### config.mk
export PLATFORM = sky130hd
export DESIGN_NAME = fir_lp_out_fmt
export DESIGN_NICKNAME = d
export VERILOG_FILES = /design/src/rtl/fir_lp_out_fmt.sv
export SDC_FILE = /design/constraint.sdc
export NUM_CORES = 1
export LEC_CHECK = 0
export CAP_MARGIN = 20
export CORE_MARGIN = 2
export CORE_UTILIZATION = 40
export CTS_CLUSTER_DIAMETER = 40
export DETAILED_ROUTE_END_ITERATION = 6
export PLACE_DENSITY = 0.63
export RECOVER_POWER = 100
export SKIP_LAST_GASP = 1
export SLEW_MARGIN = 20
export SYNTH_ARGS = -nofsm -noshare
export SYNTH_HDL_FRONTEND = slang
export SYNTH_SLANG_ARGS = --single-unit
### constraint.sdc
create_clock -name aclk -period 9.15 [get_ports aclk]
set_input_delay 0.915 -clock aclk [delete_from_list [all_inputs] [get_ports aclk]]
set_output_delay 0.915 -clock aclk [all_outputs]
set_load 0.02 [all_outputs]
### src/rtl/fir_lp_out_fmt.sv
// Output formatter for the low-pass FIR stream: int16 to offset-binary conversion,
// optional 1-of-R decimation and a first-word-fall-through FIFO toward AXI-Stream.
module fir_lp_out_fmt #(
  parameter int FIFO_DEPTH = 16,
  parameter int CNT_W      = 32
) (
  input  logic             aclk,
  input  logic             areset,
  input  logic [7:0]       dec_ratio,
  input  logic             cnt_clear,
  input  logic [31:0]      s_axis_tdata,
  input  logic             s_axis_tvalid,
  output logic             s_axis_tready,
  output logic [31:0]      m_axis_tdata,
  output logic             m_axis_tvalid,
  input  logic             m_axis_tready,
  output logic [15:0]      overflow_cnt,
  output logic [CNT_W-1:0] sample_cnt
);
  localparam int AW = $clog2(FIFO_DEPTH);
  localparam logic [AW:0] DEPTH_C = (AW+1)'(FIFO_DEPTH);

  logic [31:0]      mem_q [FIFO_DEPTH];
  logic [AW-1:0]    wr_ptr_q, rd_ptr_q;
  logic [AW:0]      count_q, count_d;
  logic             tready_q;
  logic [7:0]       dec_q, phase_q, phase_d, phase_last;
  logic [15:0]      ovf_q, ovf_d;
  logic [CNT_W-1:0] scnt_q, scnt_d;
  logic             acc, changed, keep, full, push, drop, pop;

  function automatic logic [31:0] to_offset_bin(input logic [31:0] beat);
    return {beat[31:16], beat[15:0] ^ 16'h8000};
  endfunction

  function automatic logic [15:0] sat_inc16(input logic [15:0] v);
    return (v == 16'hFFFF) ? v : v + 16'd1;
  endfunction

  always_comb begin
    acc        = s_axis_tvalid & tready_q;
    changed    = (dec_ratio != dec_q);
    keep       = (phase_q == 8'd0) | changed | cnt_clear;
    full       = (count_q == DEPTH_C);
    push       = acc & keep & ~full;
    drop       = acc & keep & full;
    pop        = (count_q != '0) & m_axis_tready;
    count_d    = count_q + {{AW{1'b0}}, push} - {{AW{1'b0}}, pop};
    phase_last = (dec_q <= 8'd1) ? 8'd0 : dec_q - 8'd1;

    phase_d = phase_q;
    if (cnt_clear || changed)
      phase_d = 8'd0;
    else if (acc)
      phase_d = (phase_q >= phase_last) ? 8'd0 : phase_q + 8'd1;

    ovf_d = ovf_q;
    if (cnt_clear)
      ovf_d = '0;
    else if (drop)
      ovf_d = sat_inc16(ovf_q);

    scnt_d = scnt_q;
    if (cnt_clear)
      scnt_d = '0;
    else if (acc)
      scnt_d = scnt_q + 1'b1;
  end

  // Control state: pointers, occupancy, decimation phase and counters
  always_ff @(posedge aclk or posedge areset) begin
    if (areset) begin
      tready_q <= 1'b0;
      wr_ptr_q <= '0;
      rd_ptr_q <= '0;
      count_q  <= '0;
      dec_q    <= '0;
      phase_q  <= '0;
      ovf_q    <= '0;
      scnt_q   <= '0;
    end else begin
      tready_q <= 1'b1;
      if (push) wr_ptr_q <= wr_ptr_q + 1'b1;
      if (pop)  rd_ptr_q <= rd_ptr_q + 1'b1;
      count_q  <= count_d;
      dec_q    <= dec_ratio;
      phase_q  <= phase_d;
      ovf_q    <= ovf_d;
      scnt_q   <= scnt_d;
    end
  end

  // Storage array carries no reset; occupancy alone decides what is valid
  always_ff @(posedge aclk) begin
    if (push) mem_q[wr_ptr_q] <= to_offset_bin(s_axis_tdata);
  end

  assign s_axis_tready = tready_q;
  assign m_axis_tvalid = (count_q != '0);
  assign m_axis_tdata  = (count_q != '0) ? mem_q[rd_ptr_q] : '0;
  assign overflow_cnt  = ovf_q;
  assign sample_cnt    = scnt_q;
endmodule

* Yosys cells after proc, flatten, opt, wreduce, memory -nomap -nowiden
Memory sizes are Yosys's and may differ from the RTL's. Cells that the tools add are included.
Storage, ports and cells: RAM bits 512, flip-flop bits (word level) 78, logic and storage cells 51, memories kept 1, bits of input ports 45
Operators by class: order comparisons 2, multiplexer cells 12, add/sub/neg operators 8, bitwise gates (word level) 9, reduce and logical (&&, ||, !) cells 7, equal/unequal tests 4
Memories:
- mem_q | depth 16, bits a word 32, read ports 1, clocked after memory_dff 0, wr ports 1, line 23 | logic [31:0] mem_q [FIFO_DEPTH];
Operators with widths (count):
- 32-bit 2-to-1 mux | 3
- 16-bit 2-to-1 mux | 3
- 32-bit by 1-bit adder with 32-bit output (second input constant) | 1
- 8-bit 2-to-1 mux | 4
- 16-bit by 1-bit adder with 16-bit output (second input constant) | 1
- 16-bit equality test (second input constant) | 1
- 4-bit by 1-bit adder with 4-bit output (second input constant) | 2
- 8-bit by 1-bit adder with 8-bit output (second input constant) | 1
- 8-bit >= comparator | 1
- 8-bit by 1-bit <= comparator with 1-bit output (second input constant) | 1
- 8-bit logical NOT | 1
- 8-bit != test | 1
- 8-bit by 1-bit subtractor with 8-bit output (second input constant) | 1
- 2-bit nonzero test | 3
- 5-bit by 1-bit adder with 5-bit output | 1
- 1-bit bitwise AND | 5
- 5-bit equality test (second input constant) | 1
- 5-bit nonzero test | 1
- 5-bit by 1-bit subtractor with 5-bit output | 1
- 1-bit 2-to-1 mux | 2
- 2-bit != test (second input constant) | 1
- 1-bit NOT | 2
- 1-bit bitwise OR | 2
- 2-bit AND reduction | 1
- 1-bit logical OR | 1

* Logic depth before layout (Yosys ltp)
Gate-level depths: netlist (run 1).
depth after elaboration 7, gate-level depth with buffers 16, gate-level depth less buffers 15

* Worst setup path before layout (run 1)
OpenSTA, ideal clock, no wires.
path type reg2reg, start register phase_q[0], end memory mem_q[1][0], enable pin, stages on the path, launching flop included 10, arrival time 5208 ps, slack 3429 ps, path buffers 1, required time 8637 ps, path through dfrtp_1 inv_1 ha_1 or4b_4 nor4_4 o41ai_2 nor2_4 inv_1 buf_2 nor4b_1
On the way: cells in the longest elaborated chain, start to end 7
RTL lines:
- start: declaration | line 27 | logic [7:0] dec_q, phase_q, phase_d, phase_last;
- start signal: assignment | line 87 | phase_q <= phase_d;
- 8-bit logical NOT | line 43 | keep = (phase_q == 8'd0) | changed | cnt_clear;
- 1-bit bitwise OR (2 in a row) | line 43
- 1-bit bitwise AND (2 in a row) | line 45 | push = acc & keep & ~full;
- 1-bit 2-to-1 mux | line 95 | if (push) mem_q[wr_ptr_q] <= to_offset_bin(s_axis_tdata);
- 1-bit 2-to-1 mux (implied by the code) | line 95
- end: declaration | line 23
No other way between the ends.

* Final worst setup path (run 1)
start register rd_ptr_q[0], end output port m_axis_tdata[2]
On the way: cells in the longest elaborated chain, start to end 2
RTL lines:
- start: declaration | line 24 | logic [AW-1:0] wr_ptr_q, rd_ptr_q;
- start signal: assignment | line 84 | if (pop) rd_ptr_q <= rd_ptr_q + 1'b1;
- memory 16 x 32 bit
- 32-bit 2-to-1 mux | line 100 | assign m_axis_tdata = (count_q != '0) ? mem_q[rd_ptr_q] : '0;
- end: declaration | line 14 | output logic [31:0] m_axis_tdata,
No other way between the ends.

==> results by group, run 1 <==
Timing
  – Tmin final: 6.62 ns
  – # setup viols final: 0
  – Relative max-transition margin: -193%
  – RSZ-0062 raised after global routing: false
  – Fmax: 151 MHz
  – Period Utilization, post-route: 72.4%
  – Worst slew pin tran: 4.39 ns
  – Final hold viol count: 0
  – Max-slew violations: 614
  – Clk_skew: 0.0388 ns
  – Setup Total Neg Slack: 0 ns

Route
  – Average wire per standard cell: 22.8 um
  – DRT Pass-1 Iters: 5
  – DRT iter0 DRCs: 818
  – Total wire length: 51400 um
  – Total number of vias: 12169
  – Detail Route Antenna Nets: 0
  – DRC: 0
  – Via density: 5.40

Outcome
  – Failing checks: max-capacitance violations, max-slew violations
  – Status: complete, but fails checks

Power
  – Pint: 0.00641 W
  – IR drop worst, VDD: 0.188 mV
  – Logic pwr share: 24.1%
  – Share of power burned in registers: 37.0%
  – Net Sw Frac: 27.6%
  – P_sw: 0.00245 W
  – Power Density: 303 mW/mm^2
  – Pleak: 9.88 nW
  – Clock power share: 39.0%
  – Power consumption: 0.00885 W

Synthesis
  – Syn Nets: 1290
  – Post-Syn Area per Cell: 19.6 um^2
  – Number of distinct library cells after synthesis: 51
  – Synth warn: 0
  – Cell taking the most area after synthesis: edfxtp_1
  – Ys flop type: edfxtp_1
  – Register area share after synthesis: 72.5%
  – Area contributors post-synth: edfxtp_1, mux4_2, dfrtp_1, ha_1, xor2_1
  – Area fraction of the dominant cell type after synthesis: 64.4%
  – Mapped Area: 0.0239 mm^2
  – Number of synthesized flops with an enable pin: 512
  – Syn Inst Count: 1219
  – Async S/R FF share, synth: 13.2%
  – Yosys reg bits: 590

GRT
  – First-pass GRT wire length: 78600 um
  – GR Overflow Total: 0
  – Gr usage total: 17.2%
  – Largest net degree at the start of global routing: 85
  – Initial antenna violation count: 8
  – Vias in the first global route: 12929

Clocking
  – Clock root cell: clkbuf_16
  – H-Tree Level Count: 3
  – CTS Buf Count: 86
  – Hold Buf Count CTS: 0
  – Setup Fix Bufs, Post-CTS: 0
  – Clk_lat worst skew: 0.63 ns
  – Clock Tree Buf Depth: 3
  – Reg clk slew, reported paths: 0.06 ns
  – Clock sinks: 590
  – CTS resizes: 0
  – CTS tree: done

Floorplanning
  – Die X-Extent: 248 um
  – Placement Rows: 89
  – Die area: 0.0617 mm^2
  – Ports: 127
  – Die H: 248 um
  – Core ar.: 0.0590 mm^2
  – Starting Density: 40.5%

Place
  – DPL Wire Length: 27800 um
  – Routability Congestion: 0.730
  – Port Buffers: 126

Flow run
  – Maximum capacitance violations: 19

Finish
  – FILL cells: 4835
  – Most common cell after layout, fill and taps aside: edfxtp_1
  – Finished Core Util: 49.4%
  – Area Growth Syn to Fin: 22.1%
  – Nets: 1477
  – Ratio of cells with drive above 1 in the final layout: 23.0%
  – Commonest non-fill, non-tap cells in the layout: edfxtp_1, mux4_2, dlygate4sd3_1

Setup path
  – CP required: 8.24 ns
  – Critical Path Start Type: register
  – Crit. End Element: output pin
  – Setup Crit Path Kind: register to output pin
  – WP data arrival: 5.71 ns
  – Critical path peak fanout: 84

Hold path
  – Tightest Hold Check Type: register to register
-- worst max-delay path: stages (launching register included) --
cell and delay (ns):
dfrtp_1 2.41, buf_12 0.57, mux4_2 0.60, mux4_2 0.47, and2_1 0.22, dlygate4sd3_1 0.66
-- power groups by stage --
stage | Combinational, W | Sequential [W] | Clock (W)
global placement | 0.00217 | 0.00335 | 0
finish | 0.00213 | 0.00327 | 0.00345
floorplan | 0.00160 | 0.00318 | 0
detailed placement | 0.00222 | 0.00333 | 0
CTS | 0.00222 | 0.00328 | 0.00351
global route | 0.00230 | 0.00330 | 0.00363
-- worst paths after layout --
check                       startpoint                to  slack, ns  cells after the start
hold reg to reg             count_q[0]        count_q[0]       0.55                      1
setup reg to reg            phase_q[0]       mem_q[0][3]       3.28                     10
max in group asynchronous       areset       rd_ptr_q[1]       3.55                      3
min in group asynchronous       areset  overflow_cnt[11]       2.50                      3
hold / removal              count_q[0]        count_q[0]       0.55                      1
setup / recovery           rd_ptr_q[0]   m_axis_tdata[2]       2.53                      5
-- flip-flops by register name (all words and copies together) (netlist names) --
signal	count
rd_ptr_q	4
s_axis_tready	1
sample_cnt	32
mem_q	512
dec_q	8
overflow_cnt	16
count_q	5
phase_q	8
wr_ptr_q	4
-- metrics by stage --
step	hold WS [ns]	worst slack (ns)	area (um^2)	instances
floorplan	0.494	3.43	23900	1219
global placement	0.531	4.48	26200	2090
detailed placement	0.542	4.48	26200	2091
CTS	0.553	3.80	29300	2252
global route	0.574	1.98	29200	2252
finish	0.548	2.53	29200	2253
-- metal layers --
layer  vias to the layer above  part of all wire, %  global-route usage (%)
li1                       5349                    -                       -
met1                      6381                   42                    22.8
met2                       347                   50                    28.3
met3                        84                  6.4                    4.06
met4                         8                  1.9                    4.90
met5                         -                0.091                       0
-- cell families (layout without fill, tap and decap cells) --
logic type / Yosys count / in the layout / share of synthesized area, %
XOR/XNOR: 54 / 54 / 1.98
multiplexers: 169 / 169 / 15.5
AO/OA/AOI/OAI: 43 / 43 / 1.17
AND/OR/NAND/NOR: 256 / 256 / 6.05
adder cells (fa/ha/maj): 26 / 26 / 1.39
flip-flops: 590 / 590 / 72.5
other: 1 / 2 / 0.0157
buffers and inverters: 80 / 340 / 1.35
-- final cells by class --
cell class / instances / area [um^2] / share of cell area (%)
multi-input cells: 549 / 6270 / 21.5
flip-flops and latches: 590 / 17300 / 59.4
clock inverters: 66 / 827 / 2.83
diodes: 1 / 2.50 / 0.00858
inverters: 19 / 72.6 / 0.249
repair buffers: 160 / 1440 / 4.93
well taps: 773 / 967 / 3.32
clock buffers: 95 / 2260 / 7.75
-- Yosys cell counts (20+ instances only) --
cell type / instances
ha_1: 25
xor2_1: 34
xnor2_1: 20
clkbuf_1: 43
nand2_1: 30
dfrtp_1: 78
and2_1: 37
nor2_1: 54
edfxtp_1: 512
mux4_2: 160
nand4_1: 24
nand3_1: 27
Power figures use the tool's default switching activity.
==> inputs of run 2 (changes only) <==
clock period = 6.9 ns   (was 9.15 ns; I/O delays follow)
==> results by group, run 2 (synthesized netlist as in run 1, its figures left out) <==
Floorplanning
  – Starting Density: 40.5%
  – Ports: 127
  – Die H: 248 um
  – Die area: 0.0617 mm^2
  – Core ar.: 0.0590 mm^2
  – Placement Rows: 89
  – Die X-Extent: 248 um

Timing
  – Final Worst Setup Slack: 1.22 ns
  – Final hold viol count: 0
  – # setup viols final: 0
  – Period Utilization, post-route: 82.3%
  – Clk_skew: 0.0251 ns
  – Relative max-transition margin: -96.1%
  – Setup Total Neg Slack: 0 ns
  – Fmax: 176 MHz
  – Tmin final: 5.68 ns
  – Max-slew violations: 85
  – Worst slew pin tran: 2.94 ns
  – RSZ-0062 raised after global routing: false

Finish
  – Antenna cell count: 0
  – Commonest non-fill, non-tap cells in the layout: edfxtp_1, mux4_2, dlygate4sd3_1
  – Max FFs per register: 512
  – Largest reg by FF count: mem_q
  – Finished Core Util: 49.3%
  – Flip-flop and latch area: 0.0173 mm^2
  – Area Growth Syn to Fin: 21.9%
  – Ratio of cells with drive above 1 in the final layout: 24.5%
  – Most common cell after layout, fill and taps aside: edfxtp_1
  – Nets: 1473
  – Multi-input logic area: 0.00626 mm^2
  – FILL cells: 4806

Setup path
  – Setup Crit Path Kind: register to register
  – WP buf/inv: 3
  – Crit path top cell by count: clkbuf_1
  – Cells along the critical path: inv_1, ha_1, or4b_2, nor4_1, o41ai_4, clkbuf_1, nor2_1, and4b_2, clkbuf_1
  – Critical Path Start Type: register
  – Largest delay share family, worst path: buffers and inverters
  – WP data arrival: 5.85 ns
  – Crit-path slowest cell: clkbuf_1
  – CP required: 7.07 ns
  – Critical path peak fanout: 32
  – Crit-path max cell delay: 2.06 ns
  – Crit. End Element: register

Route
  – Total number of vias: 12235
  – Via density: 5.44
  – Total wire length: 51800 um
  – DRT iter0 DRCs: 857
  – DRC: 0
  – Average wire per standard cell: 23.0 um
  – Detail Route Antenna Nets: 0
  – DRT Pass-1 Iters: 5

Clocking
  – Hold Buf Count CTS: 0
  – Clk_lat worst skew: 0.62 ns
  – Clock Tree Buf Depth: 3
  – H-Tree Level Count: 3
  – CTS resizes: 0
  – Reg clk slew, reported paths: 0.05 ns
  – Setup Fix Bufs, Post-CTS: 0
  – Clock root cell: clkbuf_16
  – CTS Buf Count: 86
  – CTS tree: done
  – Clock sinks: 590

Power
  – Net Sw Frac: 28.1%
  – Share of power burned in registers: 37.5%
  – Pint: 0.00834 W
  – Logic pwr share: 24.0%
  – Power Density: 398 mW/mm^2
  – Clock power share: 38.5%
  – IR drop worst, VDD: 0.326 mV
  – Pleak: 9.85 nW
  – Power consumption: 0.0116 W
  – P_sw: 0.00326 W

GRT
  – Largest net degree at the start of global routing: 97
  – First-pass GRT wire length: 79400 um
  – Initial antenna violation count: 7
  – GR Overflow Total: 0
  – Vias in the first global route: 12960
  – Gr usage total: 17.4%

Outcome
  – Failing checks: max-capacitance violations, max-slew violations
  – Status: complete, but fails checks

Place
  – Port Buffers: 126
  – Routability Congestion: 0.758
  – DPL Wire Length: 26300 um
  – Dpl ws: 2.60 ns

Flow run
  – Maximum capacitance violations: 3

Hold path
  – Tightest Hold Check Type: register to register
==> run 2: changes by cell type in the layout (fill, tap and decap cells not counted), moves of 3 or more <==
cell	before	now
and4b_1	4	0
clkinv_1	8	5
clkinvlp_4	8	16
clkinv_2	5	8
clkbuf_1	31	14
and4b_2	1	5
buf_4	6	14
clkbuf_2	0	6
clkinv_4	9	6
==> run 2: layout make-up <==
cell class / instances / area share (%)
well taps: 773 / 3.32
multi-input cells: 549 / 21.5
clock inverters: 68 / 2.73
inverters: 19 / 0.249
flip-flops and latches: 590 / 59.6
repair buffers: 156 / 4.99
clock buffers: 94 / 7.64
==> run 2: per-stage QoR <==
| stage | area, um^2 | hold slack (ns) | instances |
|---|---|---|---|
| after floorplan | 23900 | 0.494 | 1219 |
| after global placement | 26200 | 0.455 | 2087 |
| after detailed placement | 26200 | 0.463 | 2087 |
| after CTS | 29200 | 0.467 | 2249 |
| after global routing | 29100 | 0.485 | 2249 |
| final | 29100 | 0.466 | 2249 |
==> run 2: power groups by stage <==
stage | combinational, W | clock [W] | sequential (W)
2_1_floorplan | 0.00212 | 0 | 0.00421
3_3_place_gp | 0.00292 | 0 | 0.00442
3_5_place_dp | 0.00293 | 0 | 0.00443
4_1_cts | 0.00294 | 0.00455 | 0.00436
5_1_grt | 0.00299 | 0.00471 | 0.00439
6_report | 0.00278 | 0.00447 | 0.00435
==> run 2: worst paths after layout <==
kind                            endpoint        start  cells past startpoint  slack [ns]
setup reg to reg           mem_q[11][15]   phase_q[0]                      9        1.22
max in group asynchronous    rd_ptr_q[1]       areset                      3        5.55
hold / removal               rd_ptr_q[3]  rd_ptr_q[3]                      1        0.47
setup / recovery           mem_q[11][15]   phase_q[0]                      9        1.22
min in group asynchronous  s_axis_tready       areset                      3        0.78
hold reg to reg              rd_ptr_q[3]  rd_ptr_q[3]                      1        0.47
==> run 2: metal layers <==
| layer | up-vias | GRT usage, % | part of all wire (%) |
|---|---|---|---|
| met2 | 372 | 27.4 | 48 |
| met4 | 10 | 4.92 | 1.6 |
| met1 | 6438 | 24.0 | 43 |
| met3 | 79 | 4.52 | 6.9 |
| met5 | - | 0 | 0.12 |
| li1 | 5336 | - | - |
==> inputs of run 3 (changes only) <==
clock period = 5.55 ns   (was 6.9 ns; I/O delays follow)
==> results by group, run 3 (synthesized netlist as in run 1, its figures left out) <==
Timing
  – Period Utilization, post-route: 86.6%
  – Relative max-transition margin: -11.0%
  – RSZ-0062 raised after global routing: false
  – Worst slew pin tran: 1.66 ns
  – Fmax: 208 MHz
  – Tmin final: 4.81 ns
  – Max-slew violations: 108
  – # setup viols final: 0
  – Clk_skew: 0.0336 ns
  – Hold Slack: 0.491 ns
  – Final hold viol count: 0
  – Final Worst Setup Slack: 0.741 ns

Clocking
  – Clock Tree Buf Depth: 3
  – Clk_lat worst skew: 0.63 ns
  – Clock root cell: clkbuf_16
  – CTS Buf Count: 86
  – Hold Buf Count CTS: 0
  – Reg clk slew, reported paths: 0.06 ns
  – Clock sinks: 590
  – H-Tree Level Count: 3
  – Setup Fix Bufs, Post-CTS: 0
  – CTS resizes: 0
  – CTS tree: done

Floorplanning
  – Die X-Extent: 248 um
  – Placement Rows: 89
  – Starting Density: 40.5%
  – Core ar.: 0.0590 mm^2
  – Die area: 0.0617 mm^2
  – Die H: 248 um
  – Ports: 127

Setup path
  – Crit-path slowest cell: dfrtp_2
  – Reg-to-reg endpoint: mem_q[3][5]
  – Critical Path Start Type: register
  – R2r worst-path depth: 10
  – Crit path top cell by count: mux4_2
  – Setup Crit Path Kind: register to output pin
  – CP required: 4.99 ns
  – Reg-to-reg setup timing slack: 0.86 ns
  – Crit-path max cell delay: 1.39 ns
  – WP data arrival: 4.25 ns
  – Worst r2r src: phase_q[0]
  – Worst setup path startpoint: rd_ptr_q[1]
  – Critical path peak fanout: 59
  – Crit. End Element: output pin
  – Cells along the critical path: buf_12, mux4_2, mux4_2, and2_1, dlygate4sd3_1

GRT
  – Initial antenna violation count: 8
  – Largest net degree at the start of global routing: 62
  – GR Overflow Total: 0
  – Gr usage total: 16.9%
  – First-pass GRT wire length: 77700 um
  – Vias in the first global route: 12766

Finish
  – Largest reg by FF count: mem_q
  – Final Cell Area: 0.0291 mm^2
  – Nets: 1478
  – Most common cell after layout, fill and taps aside: edfxtp_1
  – Finished Core Util: 49.3%
  – Commonest non-fill, non-tap cells in the layout: edfxtp_1, mux4_2, dlygate4sd3_1
  – Area Growth Syn to Fin: 21.9%
  – Max FFs per register: 512
  – Ratio of cells with drive above 1 in the final layout: 24.1%

Power
  – IR drop worst, VDD: 0.248 mV
  – Power consumption: 0.0144 W
  – Pleak: 9.87 nW
  – Power Density: 493 mW/mm^2

Route
  – Total number of vias: 12180
  – Via density: 5.41
  – DRC: 0
  – Total wire length: 50900 um
  – Average wire per standard cell: 22.6 um
  – DRT iter0 DRCs: 942
  – Detail Route Antenna Nets: 0
  – DRT Pass-1 Iters: 5

Outcome
  – Status: complete, but fails checks
  – Failing checks: max-capacitance violations, max-slew violations

Place
  – DPL Wire Length: 28100 um
  – Routability Congestion: 0.749
  – DP Area: 0.0263 mm^2
  – Dpl ws: 1.50 ns
  – Port Buffers: 126

Hold path
  – Tightest Hold Check Type: input pin to async pin

Flow run
  – Maximum capacitance violations: 3
run 3: final cells by class:
type                    instances  area (um^2)
diodes                          2         5.00
clock buffers                  94         2200
clock inverters                62          741
fillers                      4814        29900
inverters                      19         72.6
multi-input cells             549         6280
flip-flops and latches        590        17300
well taps                     773          967
repair buffers                161         1510
run 3: how the worst max path moves through the flow:
| stage | endpoint | slack, ns | cells after the start |
|---|---|---|---|
| after floorplan | mem_q[1][0] | -0.17 | 9 |
| after global placement | count_q[4] | 1.58 | 15 |
| after detailed placement | count_q[4] | 1.50 | 15 |
| after CTS | m_axis_tdata[20] | 1.05 | 5 |
| after global routing | mem_q[2][8] | 0.49 | 10 |
| final | m_axis_tdata[25] | 0.74 | 5 |
run 3: worst max-delay path: cells and delay by family (launching register included):
kind | cells | cell delay [ns]
simple gates | 1 | 0.18
buf+inv | 2 | 1.08
mux | 2 | 0.92
flops | 1 | 1.39
run 3: report_power, final:
group	total, W	internal (W)	leakage, nW	switching [W]
logic	0.00349	0.00192	2.82	0.00157
registers	0.00547	0.00509	5.65	0.000387
clock network	0.00540	0.00329	1.40	0.00211
run 3: stage by stage:
| stage | setup TNS [ns] | cells |
|---|---|---|
| after floorplan | -12.12 | 1219 |
| after global placement | 0 | 2091 |
| after detailed placement | 0 | 2092 |
| after CTS | 0 | 2248 |
| after global routing | 0 | 2248 |
| final | 0 | 2250 |
run 3: per-layer routing:
| layer | GRT usage [%] | routed length, um | vias to the layer above |
|---|---|---|---|
| met5 | 0 | 57 | - |
| met4 | 6.44 | 1470 | 8 |
| met3 | 3.99 | 3030 | 111 |
| met2 | 26.9 | 24600 | 322 |
| met1 | 22.8 | 21700 | 6391 |
| li1 | - | - | 5348 |
